$ cat config.mk
export PLATFORM = sky130hd
export DESIGN_NAME = uart_receiver
export DESIGN_NICKNAME = d
export VERILOG_FILES = /design/src/rtl/uart_pkg.sv /design/src/rtl/uart_rx_tick_gen.sv /design/src/rtl/uart_receiver.sv
export SDC_FILE = /design/constraint.sdc
export NUM_CORES = 1
export LEC_CHECK = 0
export CORE_AREA = 2 2 77 79
export CTS_CLUSTER_SIZE = 14
export DETAILED_ROUTE_END_ITERATION = 8
export DIE_AREA = 0 0 79 81
export HOLD_SLACK_MARGIN = 0.06
export PLACE_DENSITY = 0.46
export RECOVER_POWER = 100
export SYNTH_ARGS = -nofsm -noshare
export SYNTH_HDL_FRONTEND = slang
export SYNTH_SLANG_ARGS = --single-unit
$ cat constraint.sdc
create_clock -name clk -period 6 [get_ports clk]
set_input_delay 1.2 -clock clk [delete_from_list [all_inputs] [get_ports clk]]
set_output_delay 1.2 -clock clk [all_outputs]
set_load 0.02 [all_outputs]
$ cat src/rtl/uart_pkg.sv
// uart_pkg: definitions shared by the UART receive and transmit paths.
//   - Oversampling constants (OVERSAMPLE, MID_SAMPLE, DATA_BITS)
//   - Receiver FSM state encodings
//   - uart_divisor(): clocks per oversample tick, also used by the
//     transmitter baud generator
package uart_pkg;

    localparam int unsigned OVERSAMPLE = 16;
    localparam int unsigned MID_SAMPLE = 8;
    localparam int unsigned DATA_BITS  = 8;

    localparam logic [2:0] ST_IDLE      = 3'd0;
    localparam logic [2:0] ST_START     = 3'd1;
    localparam logic [2:0] ST_DATA      = 3'd2;
    localparam logic [2:0] ST_PARITY    = 3'd3;
    localparam logic [2:0] ST_STOP      = 3'd4;
    localparam logic [2:0] ST_WAIT_HIGH = 3'd5;

    function automatic int unsigned uart_divisor(input int unsigned clk_freq,
                                                 input int unsigned baud,
                                                 input int unsigned oversample);
        return clk_freq / (baud * oversample);
    endfunction

endpackage

$ cat src/rtl/uart_rx_tick_gen.sv
// uart_rx_tick_gen: free-running oversample tick generator.
//   clk  - system clock, rising edge
//   rst  - asynchronous active-low reset
//   tick - one-cycle pulse every DIVISOR clocks (every clock when DIVISOR=1)
module uart_rx_tick_gen #(
    parameter int unsigned DIVISOR = 1
) (
    input  logic clk,
    input  logic rst,
    output logic tick
);

    localparam int unsigned CW = (DIVISOR > 1) ? $clog2(DIVISOR) : 1;

    logic [CW-1:0] cnt_q, cnt_d;

    assign tick = (cnt_q == CW'(DIVISOR - 1));

    always_comb begin
        cnt_d = tick ? '0 : cnt_q + 1'b1;
    end

    always_ff @(posedge clk or negedge rst) begin
        if (!rst) cnt_q <= '0;
        else      cnt_q <= cnt_d;
    end

endmodule

$ cat src/rtl/uart_receiver.sv
// uart_receiver: 16x oversampled UART receive path, 8 data bits LSB first.
// Optional feature macro: UART_RX_PARITY_EN (adds an even parity bit).
//   clk           - system clock, rising edge
//   rst           - asynchronous active-low reset
//   RxD           - serial line, idle high, asynchronous to clk
//   rd_ack        - host consumes rx_data; clears data_ready and overrun
//   rx_data       - last good received byte
//   data_ready    - a byte is held and not yet acknowledged
//   busy          - receiver is not idle
//   framing_error - one-cycle pulse, stop bit sampled low
//   overrun       - sticky, a byte completed while data_ready was high
//   parity_error  - one-cycle pulse, parity mismatch (0 without parity)
module uart_receiver #(
    parameter int unsigned CLK_FREQ   = 50_000_000,
    parameter int unsigned BAUD       = 115200,
    parameter int unsigned OVERSAMPLE = 16,
    parameter int unsigned DIVISOR    = uart_pkg::uart_divisor(CLK_FREQ, BAUD, OVERSAMPLE)
) (
    input  logic       clk,
    input  logic       rst,
    input  logic       RxD,
    input  logic       rd_ack,
    output logic [7:0] rx_data,
    output logic       data_ready,
    output logic       busy,
    output logic       framing_error,
    output logic       overrun,
    output logic       parity_error
);

    import uart_pkg::*;

    logic       tick;
    logic [1:0] sync_q;
    logic       rxs;

    logic [2:0] state_q, state_d;
    logic [3:0] ph_q, ph_d;
    logic [2:0] bit_cnt_q, bit_cnt_d;
    logic [7:0] shift_q, shift_d;
    logic [7:0] rx_data_q, rx_data_d;
    logic       dr_q, dr_d;
    logic       ovr_q, ovr_d;
    logic       ferr_q, ferr_d;
`ifdef UART_RX_PARITY_EN
    logic       par_bad_q, par_bad_d;
    logic       perr_q, perr_d;
`endif

    uart_rx_tick_gen #(.DIVISOR(DIVISOR)) u_tick (
        .clk  (clk),
        .rst  (rst),
        .tick (tick)
    );

    assign rxs = sync_q[1];

    always_comb begin
        state_d   = state_q;
        ph_d      = ph_q;
        bit_cnt_d = bit_cnt_q;
        shift_d   = shift_q;
        rx_data_d = rx_data_q;
        dr_d      = dr_q;
        ovr_d     = ovr_q;
        ferr_d    = 1'b0;
`ifdef UART_RX_PARITY_EN
        par_bad_d = par_bad_q;
        perr_d    = 1'b0;
`endif
        if (rd_ack) begin
            dr_d  = 1'b0;
            ovr_d = 1'b0;
        end

        case (state_q)
            ST_IDLE: begin
                if (!rxs) begin
                    state_d = ST_START;
                    ph_d    = '0;
                end
            end
            ST_START: begin
                if (tick) begin
                    if (ph_q == 4'(MID_SAMPLE - 1)) begin
                        // A start bit already high again at mid-bit is a glitch.
                        if (rxs) begin
                            state_d = ST_IDLE;
                        end else begin
                            state_d   = ST_DATA;
                            bit_cnt_d = '0;
                            ph_d      = '0;
                        end
                    end else begin
                        ph_d = ph_q + 4'd1;
                    end
                end
            end
            ST_DATA: begin
                if (tick) begin
                    if (ph_q == 4'(OVERSAMPLE - 1)) begin
                        ph_d    = '0;
                        shift_d = {rxs, shift_q[7:1]};
                        if (bit_cnt_q == 3'(DATA_BITS - 1)) begin
`ifdef UART_RX_PARITY_EN
                            state_d = ST_PARITY;
`else
                            state_d = ST_STOP;
`endif
                        end else begin
                            bit_cnt_d = bit_cnt_q + 3'd1;
                        end
                    end else begin
                        ph_d = ph_q + 4'd1;
                    end
                end
            end
`ifdef UART_RX_PARITY_EN
            ST_PARITY: begin
                if (tick) begin
                    if (ph_q == 4'(OVERSAMPLE - 1)) begin
                        ph_d      = '0;
                        par_bad_d = ^{shift_q, rxs};
                        state_d   = ST_STOP;
                    end else begin
                        ph_d = ph_q + 4'd1;
                    end
                end
            end
`endif
            ST_STOP: begin
                if (tick) begin
                    if (ph_q == 4'(OVERSAMPLE - 1)) begin
                        ph_d = '0;
`ifdef UART_RX_PARITY_EN
                        if (rxs && !par_bad_q) begin
`else
                        if (rxs) begin
`endif
                            rx_data_d = shift_q;
                            dr_d      = 1'b1;
                            // A simultaneous ack consumes the old byte, so no overrun.
                            if (dr_q && !rd_ack) ovr_d = 1'b1;
                            state_d = ST_IDLE;
                        end else begin
                            ferr_d = !rxs;
`ifdef UART_RX_PARITY_EN
                            perr_d = par_bad_q;
`endif
                            state_d = rxs ? ST_IDLE : ST_WAIT_HIGH;
                        end
                    end else begin
                        ph_d = ph_q + 4'd1;
                    end
                end
            end
            ST_WAIT_HIGH: begin
                if (rxs) state_d = ST_IDLE;
            end
            default: state_d = ST_IDLE;
        endcase
    end

    always_ff @(posedge clk or negedge rst) begin
        if (!rst) begin
            sync_q    <= 2'b11;
            state_q   <= ST_IDLE;
            ph_q      <= '0;
            bit_cnt_q <= '0;
            shift_q   <= '0;
            rx_data_q <= '0;
            dr_q      <= 1'b0;
            ovr_q     <= 1'b0;
            ferr_q    <= 1'b0;
`ifdef UART_RX_PARITY_EN
            par_bad_q <= 1'b0;
            perr_q    <= 1'b0;
`endif
        end else begin
            sync_q    <= {sync_q[0], RxD};
            state_q   <= state_d;
            ph_q      <= ph_d;
            bit_cnt_q <= bit_cnt_d;
            shift_q   <= shift_d;
            rx_data_q <= rx_data_d;
            dr_q      <= dr_d;
            ovr_q     <= ovr_d;
            ferr_q    <= ferr_d;
`ifdef UART_RX_PARITY_EN
            par_bad_q <= par_bad_d;
            perr_q    <= perr_d;
`endif
        end
    end

    assign rx_data       = rx_data_q;
    assign data_ready    = dr_q;
    assign busy          = (state_q != ST_IDLE);
    assign framing_error = ferr_q;
    assign overrun       = ovr_q;
`ifdef UART_RX_PARITY_EN
    assign parity_error  = perr_q;
`else
    assign parity_error  = 1'b0;
`endif

endmodule

# Word-level counts from Yosys, hierarchy flattened
# Cells that the tools add are included.
dict set report classes {
  add_sub_neg 3
  eq_ne 20
  muxes 41
  reduce_logical 13
}
# operator count
set ops {}
lappend ops {{$mux 3} 16}
lappend ops {{$mux 4} 5}
lappend ops {{$ne 2x2->1 const B} 8}
lappend ops {{$mux 1} 15}
lappend ops {{$pmux 3 s5} 1}
lappend ops {{$pmux 4 s3} 1}
lappend ops {{$eq 3x3->1 const B} 3}
lappend ops {{$reduce_and 9->1} 1}
lappend ops {{$ne 2x1->1 const B} 4}
lappend ops {{$reduce_and 7->1} 1}
lappend ops {{$pmux 3 s2} 1}
lappend ops {{$reduce_and 3->1} 2}
lappend ops {{$reduce_bool 3->1} 2}
lappend ops {{$add 5x1->5 const B} 1}
lappend ops {{$eq 5x5->1 const B} 1}
lappend ops {{$mux 5} 1}
lappend ops {{$add 4x1->4 const B} 1}
lappend ops {{$eq 4x3->1 const B} 1}
lappend ops {{$eq 4x4->1 const B} 1}
lappend ops {{$reduce_and 4->1} 1}
lappend ops {{$add 3x1->3 const B} 1}
lappend ops {{$eq 3x1->1 const B} 1}
lappend ops {{$eq 3x2->1 const B} 1}
lappend ops {{$logic_not 3->1} 1}
lappend ops {{other kinds (5)} 6}
dict set report totals {
  regBits 36
  word_cells 87
  out_inout_bits 13
}

# Logic depth before layout (Yosys ltp)
# Gate-level depths: netlist of the first run.
dict set report depth {
  ltp_word 7
  ltp_mapped 8
  depth_no_buf 7
}

# By module
# From an unflattened synthesis of the first run, not the netlist that was laid out.
dict set report hier_totals {
  hier_cells 156
  area_unflattened_um2 1773.0
}
# mod seq_area_each_um2 area_per_inst_um2 cells_each instances
set by_module_without_submodules {}
lappend by_module_without_submodules {uart_receiver 778.2 1506.4 132 1}
lappend by_module_without_submodules {uart_rx_tick_gen 125.1 266.5 24 1}

# Worst setup path after synthesis of the first run
# Ideal clock, no wire load.
dict set report synth_timing {
  kind {register to register}
  start {reg u_tick.cnt_q[0]}
  end {reg rx_data_q[0], in the netlist rx_data[0]}
  path_buffers 2
  path_slack_ps 3951
  stages_incl_launch_ff 9
  arrival_ps 1923
  setup_time_ps 125
  path_cell_list {dfrtp_1 inv_1 ha_1 nand4b_4 or2_1 buf_6 or3_4 buf_6 mux2_4}
}
dict set report synth_via {
  elab_chain_cells 2
}
# element line
set synth_rtl {}
lappend synth_rtl {{start: declaration} uart_rx_tick_gen.sv:15} ;# logic [CW-1:0] cnt_q, cnt_d;
lappend synth_rtl {{start signal: assignment} uart_rx_tick_gen.sv:25} ;# else cnt_q <= cnt_d;
lappend synth_rtl {{$eq 5x5->1} uart_rx_tick_gen.sv:17} ;# assign tick = (cnt_q == CW'(DIVISOR - 1));
lappend synth_rtl {{$reduce_and 4->1 (no line)} n/a}
lappend synth_rtl {{end signal: assignment} uart_receiver.sv:185} ;# rx_data_q <= rx_data_d;
lappend synth_rtl {{end: declaration} uart_receiver.sv:41} ;# logic [7:0] rx_data_q, rx_data_d;
# No other way between the ends.
# A chain may end at the register's enable or synchronous reset.

# Final worst setup path of the first run
dict set report layout_timing {
  start {reg state_q[0]}
  end {out busy}
}
dict set report layout_via {
  elab_chain_cells 1
}
# element line
set layout_rtl {}
lappend layout_rtl {{start: declaration} uart_receiver.sv:37} ;# logic [2:0] state_q, state_d;
lappend layout_rtl {{start signal: assignment} uart_receiver.sv:181} ;# state_q <= state_d;
lappend layout_rtl {{$reduce_bool 3->1} uart_receiver.sv:198} ;# assign busy = (state_q != ST_IDLE);
lappend layout_rtl {{end: declaration} uart_receiver.sv:25} ;# output logic busy,
# No other way between the ends.

==> results of run 1 <==
## stage by stage
step                      power [W]  utilization, %  hold slack [ns]  area, sq um
after global routing      0.0004536           35.14           0.3624         1994
final                     0.0004354           35.14           0.3563         1994
after CTS                 0.0004430           36.11           0.3577         2049
after detailed placement  0.0002575           34.41           0.3469         1953
after global placement    0.0002574           34.41           0.3470         1953
after floorplan           0.0002510               -           0.3452         1773
## power by group
group / total [W] / switching [W] / internal, W / leakage (nW)
Clock: 0.000183 / 0.0000896 / 0.0000938 / 0.0516
Combinational: 0.00000716 / 0.00000563 / 0.00000152 / 0.392
Sequential: 0.000245 / 0.00000105 / 0.000244 / 0.471
Total: 0.000435 / 0.0000963 / 0.000339 / 0.914
## cell usage after synthesis, types with 2 or more instances
library cell	instances	share of area, %
sky130_fd_sc_hd__dfrtp_1	34	48
sky130_fd_sc_hd__mux2_2	10	6.4
sky130_fd_sc_hd__nor2_1	9	1.9
sky130_fd_sc_hd__o21ai_0	9	2.5
sky130_fd_sc_hd__mux2_4	8	6.8
sky130_fd_sc_hd__nand2_1	7	1.5
sky130_fd_sc_hd__o211ai_1	6	2.5
sky130_fd_sc_hd__ha_1	5	3.5
sky130_fd_sc_hd__nand3_1	5	1.4
sky130_fd_sc_hd__a22o_1	4	2.0
sky130_fd_sc_hd__inv_1	4	0.85
sky130_fd_sc_hd__a21oi_1	3	0.85
sky130_fd_sc_hd__nor3_1	3	0.85
sky130_fd_sc_hd__o21a_1	3	1.3
sky130_fd_sc_hd__or2_2	3	1.1
sky130_fd_sc_hd__buf_4	2	0.85
sky130_fd_sc_hd__buf_6	2	1.3
sky130_fd_sc_hd__clkbuf_1	2	0.42
sky130_fd_sc_hd__dfstp_2	2	3.0
sky130_fd_sc_hd__mux2i_1	2	1.1
sky130_fd_sc_hd__nand2b_1	2	0.71
sky130_fd_sc_hd__o2bb2ai_1	2	0.99
sky130_fd_sc_hd__xor2_1	2	0.99
## flip-flops by register name, indices dropped and copies added, names as in the netlist, 2 cells and up
signal        count
rx_data           8
u_tick.cnt_q      5
state_q           3
bit_cnt_q         3
shift_q           8
sync_q            2
ph_q              4
## cell type report
class	count	area share, %
Clock buffer	6	4.141
Clock inverter	2	0.6901
Inverter	4	0.7528
Multi-Input combinational cell	100	37.20
Sequential cell	36	45.29
Tap cell	75	4.705
Timing Repair Buffer	15	7.215
## per-layer routing
layer	GRT usage (%)	vias up	share of wire (%)	wire [microns]
met4	5.517	0	1.5	47
met2	20.08	10	51	1595
met3	2.444	5	2.7	83
li1	-	569	-	-
met5	0	-	0	0
met1	12.26	569	45	1385
## worst paths after layout
check | from | end
worst max-delay path | state_q[0] | busy
worst min-delay path | sync_q[0] | sync_q[1]
worst max register to register | u_tick.cnt_q[0] | shift_q[4]
worst min register to register | sync_q[0] | sync_q[1]
max in group asynchronous | rst | shift_q[7]
min in group asynchronous | rst | state_q[0]
## logic make-up (layout without fill, tap and decap cells)
| group | after synthesis | after routing | synth area share [%] |
|---|---|---|---|
| compound gates | 32 | 32 | 12.35 |
| xor+xnor | 3 | 3 | 1.482 |
| fa+ha+maj | 5 | 5 | 3.529 |
| buf+inv | 12 | 27 | 4.163 |
| flops | 36 | 36 | 50.95 |
| mux | 20 | 20 | 14.26 |
| other cells | 1 | 1 | 0.2115 |
| simple gates | 39 | 39 | 13.06 |
==> impl_metrics.csv, run 1 <==
group,metric,value,unit
run_status,outcome,"complete, but fails checks",
run_status,violations,"capacitance limit, slew limit",
final_layout,area_used_by_multi_input_combinational_logic,742.0,sq um
final_layout,seqCellArea,903.4,sq um
final_layout,diodes,0,
cts,cts_inserted_buffers,5,
cts,clk_pin_slew,0.07,ns
floorplanning,die_height,81,microns
final_layout,fillerInstances,592,
setup_path,worstPathArrival,1.85,ns
floorplanning,design.core.area,0.005675,sq mm
placement,gp_routability_congestion,0.8466,
detailed_routing,drt-wirelength-per-cell,13.08,microns
timing,setup_viol,0,
synth,synth_top_flop_cell,"sky130_fd_sc_hd__dfrtp_1",
synth,ys_async_sr_fraction,100.0,%
timing,post-route-period-util,50.85,%
cts,cts_tree,"yes",
run,cap_violations,1,
setup_path,critPathKind,"reg -> out",
setup_path,timing.critical_path.slowest_cell_delay,0.66,ns
final_layout,mostFrequentLayoutCells,"sky130_fd_sc_hd__dfrtp_1 (34), sky130_fd_sc_hd__dlygate4sd3_1 (13), sky130_fd_sc_hd__nor2_1 (10), sky130_fd_sc_hd__mux2_2 (10), sky130_fd_sc_hd__o21ai_0 (9)",
cts,htreeDepth,2,
cts,clock_sink_count,36,
global_routing,grt_pass1_vias,1189,
cts,clkLatencyLatePin,0.29,ns
timing,worst-slew-pin-transition,1.943,ns
setup_path,reg2reg_depth,6,
setup_path,critical_path_buf_inv_count,1,
final_layout,nNetsFinal,171,
timing,rsz0062_at_grt,"no",
final_layout,most_common_cell_after_layout_fill_and_taps_aside,"sky130_fd_sc_hd__dfrtp_1",
detailed_routing,remaining_drc_errors,0,
cts,postCtsHoldBufs,0,
timing,finalHoldViolCount,0,
cts,post_cts.repair.setup_buffers,0,
timing,final-max-slew-violation-count,37,
global_routing,grt_antenna_before_repair,0,
placement,dp_cells,230,
floorplanning,fp.dieW,79,microns
floorplanning,placement_rows,28,
cts,clock_path_buffers,2,
pwr,vdd_ir_drop_max,0.08637,mV
floorplanning,total_die_area,0.006399,sq mm
final_layout,finished_layout_cells,238,
timing,timing.fmax,327.8,MHz
synth,area_of_the_mapped_netlist,0.001773,sq mm
setup_path,worstSetupStartpointType,"flip-flop",
setup_path,slowest_stage,"sky130_fd_sc_hd__dlygate4sd3_1",
floorplanning,boundaryPins,17,
setup_path,timing.critical_path.max_delay_family,"buffers and inverters",
placement,pre_cts_ws,3.368,ns
detailed_routing,drtPass1Iterations,3,
setup_path,cp-end-kind,"primary output",
setup_path,timing.critical_path.depth,2,
global_routing,first_pass_grt_wire_length,5409,microns
timing,period_needed,3.051,ns
setup_path,r2r_slack,3.64,ns
synth,syn_avg_cell_area,11.98,sq um
detailed_routing,route.final.wire_length,3112,microns
synth,yosys.cell_types.count,42,
hold_path,worstHoldPathCells,0,
cts,postCtsResizedCells,0,
synth,synth-seq-cells,36,
setup_path,worstPathRequired,4.80,ns
final_layout,layout-drive-gt1-share,15.34,%
synth,synth.yosys.warnings,0,
detailed_routing,via_per_inst,4.845,
timing,max_slew_margin,-29.55,%
final_layout,area_delta_synth_final,12.49,%
setup_path,path_max_fanout,13,
global_routing,grt_use_total,11.08,%
detailed_routing,routed-via-count,1153,
cts,cts.root.buffer_cell,"sky130_fd_sc_hd__clkbuf_8",
placement,place.detailed.hpwl,2255,microns
pwr,total_power_divided_by_cell_area,218.3,mW/mm^2
timing,fin_ws,2.949,ns
pwr,leakage,0.9141,nW
synth,synth-seq-area-share,50.95,%
synth,post_synth_inst_count,148,
placement,numPortBuffers,15,
synth,number_of_synthesized_flops_with_an_enable_pin,0,
setup_path,series_of_cell_instances_along_the_critical_path,"or3_1 > dlygate4sd3_1",
detailed_routing,drt_iter0_drc,38,
global_routing,global_route.overflow_total,0,
timing,timing.clock.skew,0.005570,ns
hold_path,hold_path.class,"reg -> reg",
global_routing,maximum_number_of_pins_on_one_net_before_global_route_repair,37,
floorplanning,starting_density_of_the_core,31.24,%
synth,synthesis.nets,157,
detailed_routing,route.antenna.remaining_nets,0,
timing,final.setup.tns,0,ns
(Power assumes the default switching activity.)
==> run 2: changes to the inputs <==
==> constraint.sdc (replaced) <==
create_clock -name clk -period 2.95 [get_ports clk]
set_input_delay 0.59 -clock clk [delete_from_list [all_inputs] [get_ports clk]]
set_output_delay 0.59 -clock clk [all_outputs]
set_load 0.02 [all_outputs]
==> run 2 against run 1 <==
Effect of this change: the run still ends with capacitance limit, slew limit left; register-to-register slack worse by 3.0 ns; count of clock-buffer cells in the layout is 1 lower; clock power is 130% higher; wire length is 0.16% higher; final area is 0.75% higher; sequential power is 100% higher; critical path type unchanged.
==> impl_metrics.csv, run 2 (synthesis gave the netlist of run 1 again) <==
group,metric,value,unit
cts,clk_pin_slew,0.08,ns
pwr,intPower,0.0007489,W
final_layout,area_delta_synth_final,13.34,%
pwr,power.share.sequential,53.0,%
global_routing,global_route.overflow_total,0,
hold_path,hold_path.class,"reg -> reg",
placement,dp_cells,230,
setup_path,cp-end-kind,"primary output",
floorplanning,die_height,81,microns
final_layout,mostFrequentLayoutCells,"sky130_fd_sc_hd__dfrtp_1 (34), sky130_fd_sc_hd__dlygate4sd3_1 (13), sky130_fd_sc_hd__nor2_1 (10), sky130_fd_sc_hd__mux2_2 (10), sky130_fd_sc_hd__o21ai_0 (9)",
cts,clock_sink_count,36,
timing,max_slew_margin,-27.19,%
detailed_routing,routed-via-count,1153,
pwr,vdd_ir_drop_max,0.2565,mV
detailed_routing,route.final.wire_length,3117,microns
detailed_routing,drtPass1Iterations,4,
setup_path,setup.worst_path.start,"state_q[1]",
timing,timing.fmax,412.2,MHz
final_layout,nNetsFinal,171,
timing,rsz0062_at_grt,"no",
setup_path,timing.critical_path.slowest_cell_delay,0.66,ns
global_routing,grt_use_total,10.86,%
timing,post-route-period-util,82.24,%
final_layout,fillerInstances,599,
floorplanning,starting_density_of_the_core,31.24,%
run,cap_violations,1,
placement,place.detailed.hpwl,2240,microns
setup_path,critical_path_buf_inv_count,1,
timing,worst-slew-pin-transition,1.908,ns
pwr,total_power,0.0009391,W
final_layout,layout-drive-gt1-share,15.34,%
pwr,share_comb_of_total_power,1.5,%
final_layout,finished_layout_cells,238,
run_status,violations,"capacitance limit, slew limit",
detailed_routing,drt_iter0_drc,16,
timing,final-max-slew-violation-count,37,
setup_path,timing.critical_path.max_delay_family,"buffers and inverters",
floorplanning,boundaryPins,17,
cts,postCtsHoldBufs,0,
timing,fin_ws,0.5238,ns
floorplanning,fp.dieW,79,microns
setup_path,worstSetupStartpointType,"flip-flop",
placement,pre_cts_ws,0.8510,ns
final_layout,diodes,0,
detailed_routing,remaining_drc_errors,0,
timing,timing.clock.skew,0.006350,ns
timing,period_needed,2.426,ns
pwr,clock_power_share,45.4,%
detailed_routing,via_per_inst,4.845,
setup_path,series_of_cell_instances_along_the_critical_path,"or3_1 > dlygate4sd3_1",
setup_path,r2r_slack,0.62,ns
pwr,p_switching,0.0001902,W
cts,cts_inserted_buffers,5,
run_status,outcome,"complete, but fails checks",
detailed_routing,drt-wirelength-per-cell,13.10,microns
final_layout,most_common_cell_after_layout_fill_and_taps_aside,"sky130_fd_sc_hd__dfrtp_1",
cts,clock_path_buffers,2,
timing,setup_viol,0,
cts,htreeDepth,2,
hold_path,min-delay-start,"sync_q[0]",
cts,postCtsResizedCells,0,
cts,post_cts.repair.setup_buffers,0,
setup_path,path_max_fanout,13,
pwr,leakage,0.9167,nW
pwr,sw_frac_of_total,20.26,%
setup_path,worstPathRequired,2.36,ns
global_routing,grt_pass1_vias,1126,
floorplanning,design.core.area,0.005675,sq mm
cts,cts.root.buffer_cell,"sky130_fd_sc_hd__clkbuf_8",
timing,finalHoldViolCount,0,
detailed_routing,route.antenna.remaining_nets,0,
timing,hold_ws,0.3594,ns
setup_path,worstPathArrival,1.84,ns
pwr,total_power_divided_by_cell_area,467.4,mW/mm^2
global_routing,maximum_number_of_pins_on_one_net_before_global_route_repair,37,
cts,cts_tree,"yes",
timing,final.setup.tns,0,ns
cts,clkLatencyLatePin,0.28,ns
setup_path,slowest_stage,"sky130_fd_sc_hd__dlygate4sd3_1",
placement,gp_routability_congestion,0.8510,
global_routing,first_pass_grt_wire_length,5340,microns
placement,numPortBuffers,15,
setup_path,critPathKind,"reg -> out",
floorplanning,total_die_area,0.006399,sq mm
setup_path,r2r_start,"u_tick.cnt_q[0]",
global_routing,grt_antenna_before_repair,0,
floorplanning,placement_rows,28,
[run 2: changes by cell type in the layout (fill, tap and decap cells not counted), sizes merged]
| cell | delta |
|---|---|
| clkbuf | -1 |
| clkinvlp | +1 |
| bufinv | +1 |
| inv | -1 |
[run 2: final timing paths]
kind | to | cells after the start
max | busy | 2
min reg2reg | sync_q[1] | 0
min in group asynchronous | ph_q[3] | 1
min | sync_q[1] | 0
max reg2reg | shift_q[0] | 6
max in group asynchronous | u_tick.cnt_q[4] | 1
[run 2: layout make-up]
| cell class | instances | area [sq um] | area share [%] |
|---|---|---|---|
| flip-flops and latches | 36 | 903.4 | 44.96 |
| multi-input cells | 100 | 742.0 | 36.92 |
| repair buffers | 15 | 143.9 | 7.161 |
| well taps | 75 | 93.84 | 4.670 |
| clock buffers | 5 | 68.82 | 3.425 |
| clock inverters | 3 | 42.54 | 2.117 |
| inverters | 4 | 15.01 | 0.7472 |
[run 2: routing by layer]
layer / GRT usage [%] / up-vias / wire length (microns) / share of wire (%)
li1: - / 555 / - / -
met1: 13.64 / 573 / 1440 / 46
met2: 17.54 / 18 / 1519 / 49
met3: 3.111 / 7 / 98 / 3.1
met4: 4.655 / 0 / 58 / 1.9
met5: 0 / - / 0 / 0
[run 2: metrics by stage]
stage               util (%)  cell area (sq um)
floorplan                  -               1773
global placement       34.41               1953
detailed placement     34.41               1953
CTS                    36.38               2064
global route           35.41               2009
finish                 35.41               2009
[run 2: worst reg2reg max path, stage by stage, from the launching register on]
cell                       delay (ns)
sky130_fd_sc_hd__dfrtp_1         0.41
sky130_fd_sc_hd__inv_1           0.07
sky130_fd_sc_hd__ha_1            0.17
sky130_fd_sc_hd__nand4b_1        0.20
sky130_fd_sc_hd__or2_0           0.37
sky130_fd_sc_hd__nor2_1          0.59
sky130_fd_sc_hd__mux2_2          0.41
[run 2: power groups by stage]
stage | logic, W | clock network (W) | registers (W)
CTS | 0.0000160 | 0.000444 | 0.000498
floorplan | 0.00000489 | 0 | 0.000506
finish | 0.0000144 | 0.000427 | 0.000498
global placement | 0.0000159 | 0 | 0.000507
global route | 0.0000174 | 0.000465 | 0.000498
detailed placement | 0.0000160 | 0 | 0.000507
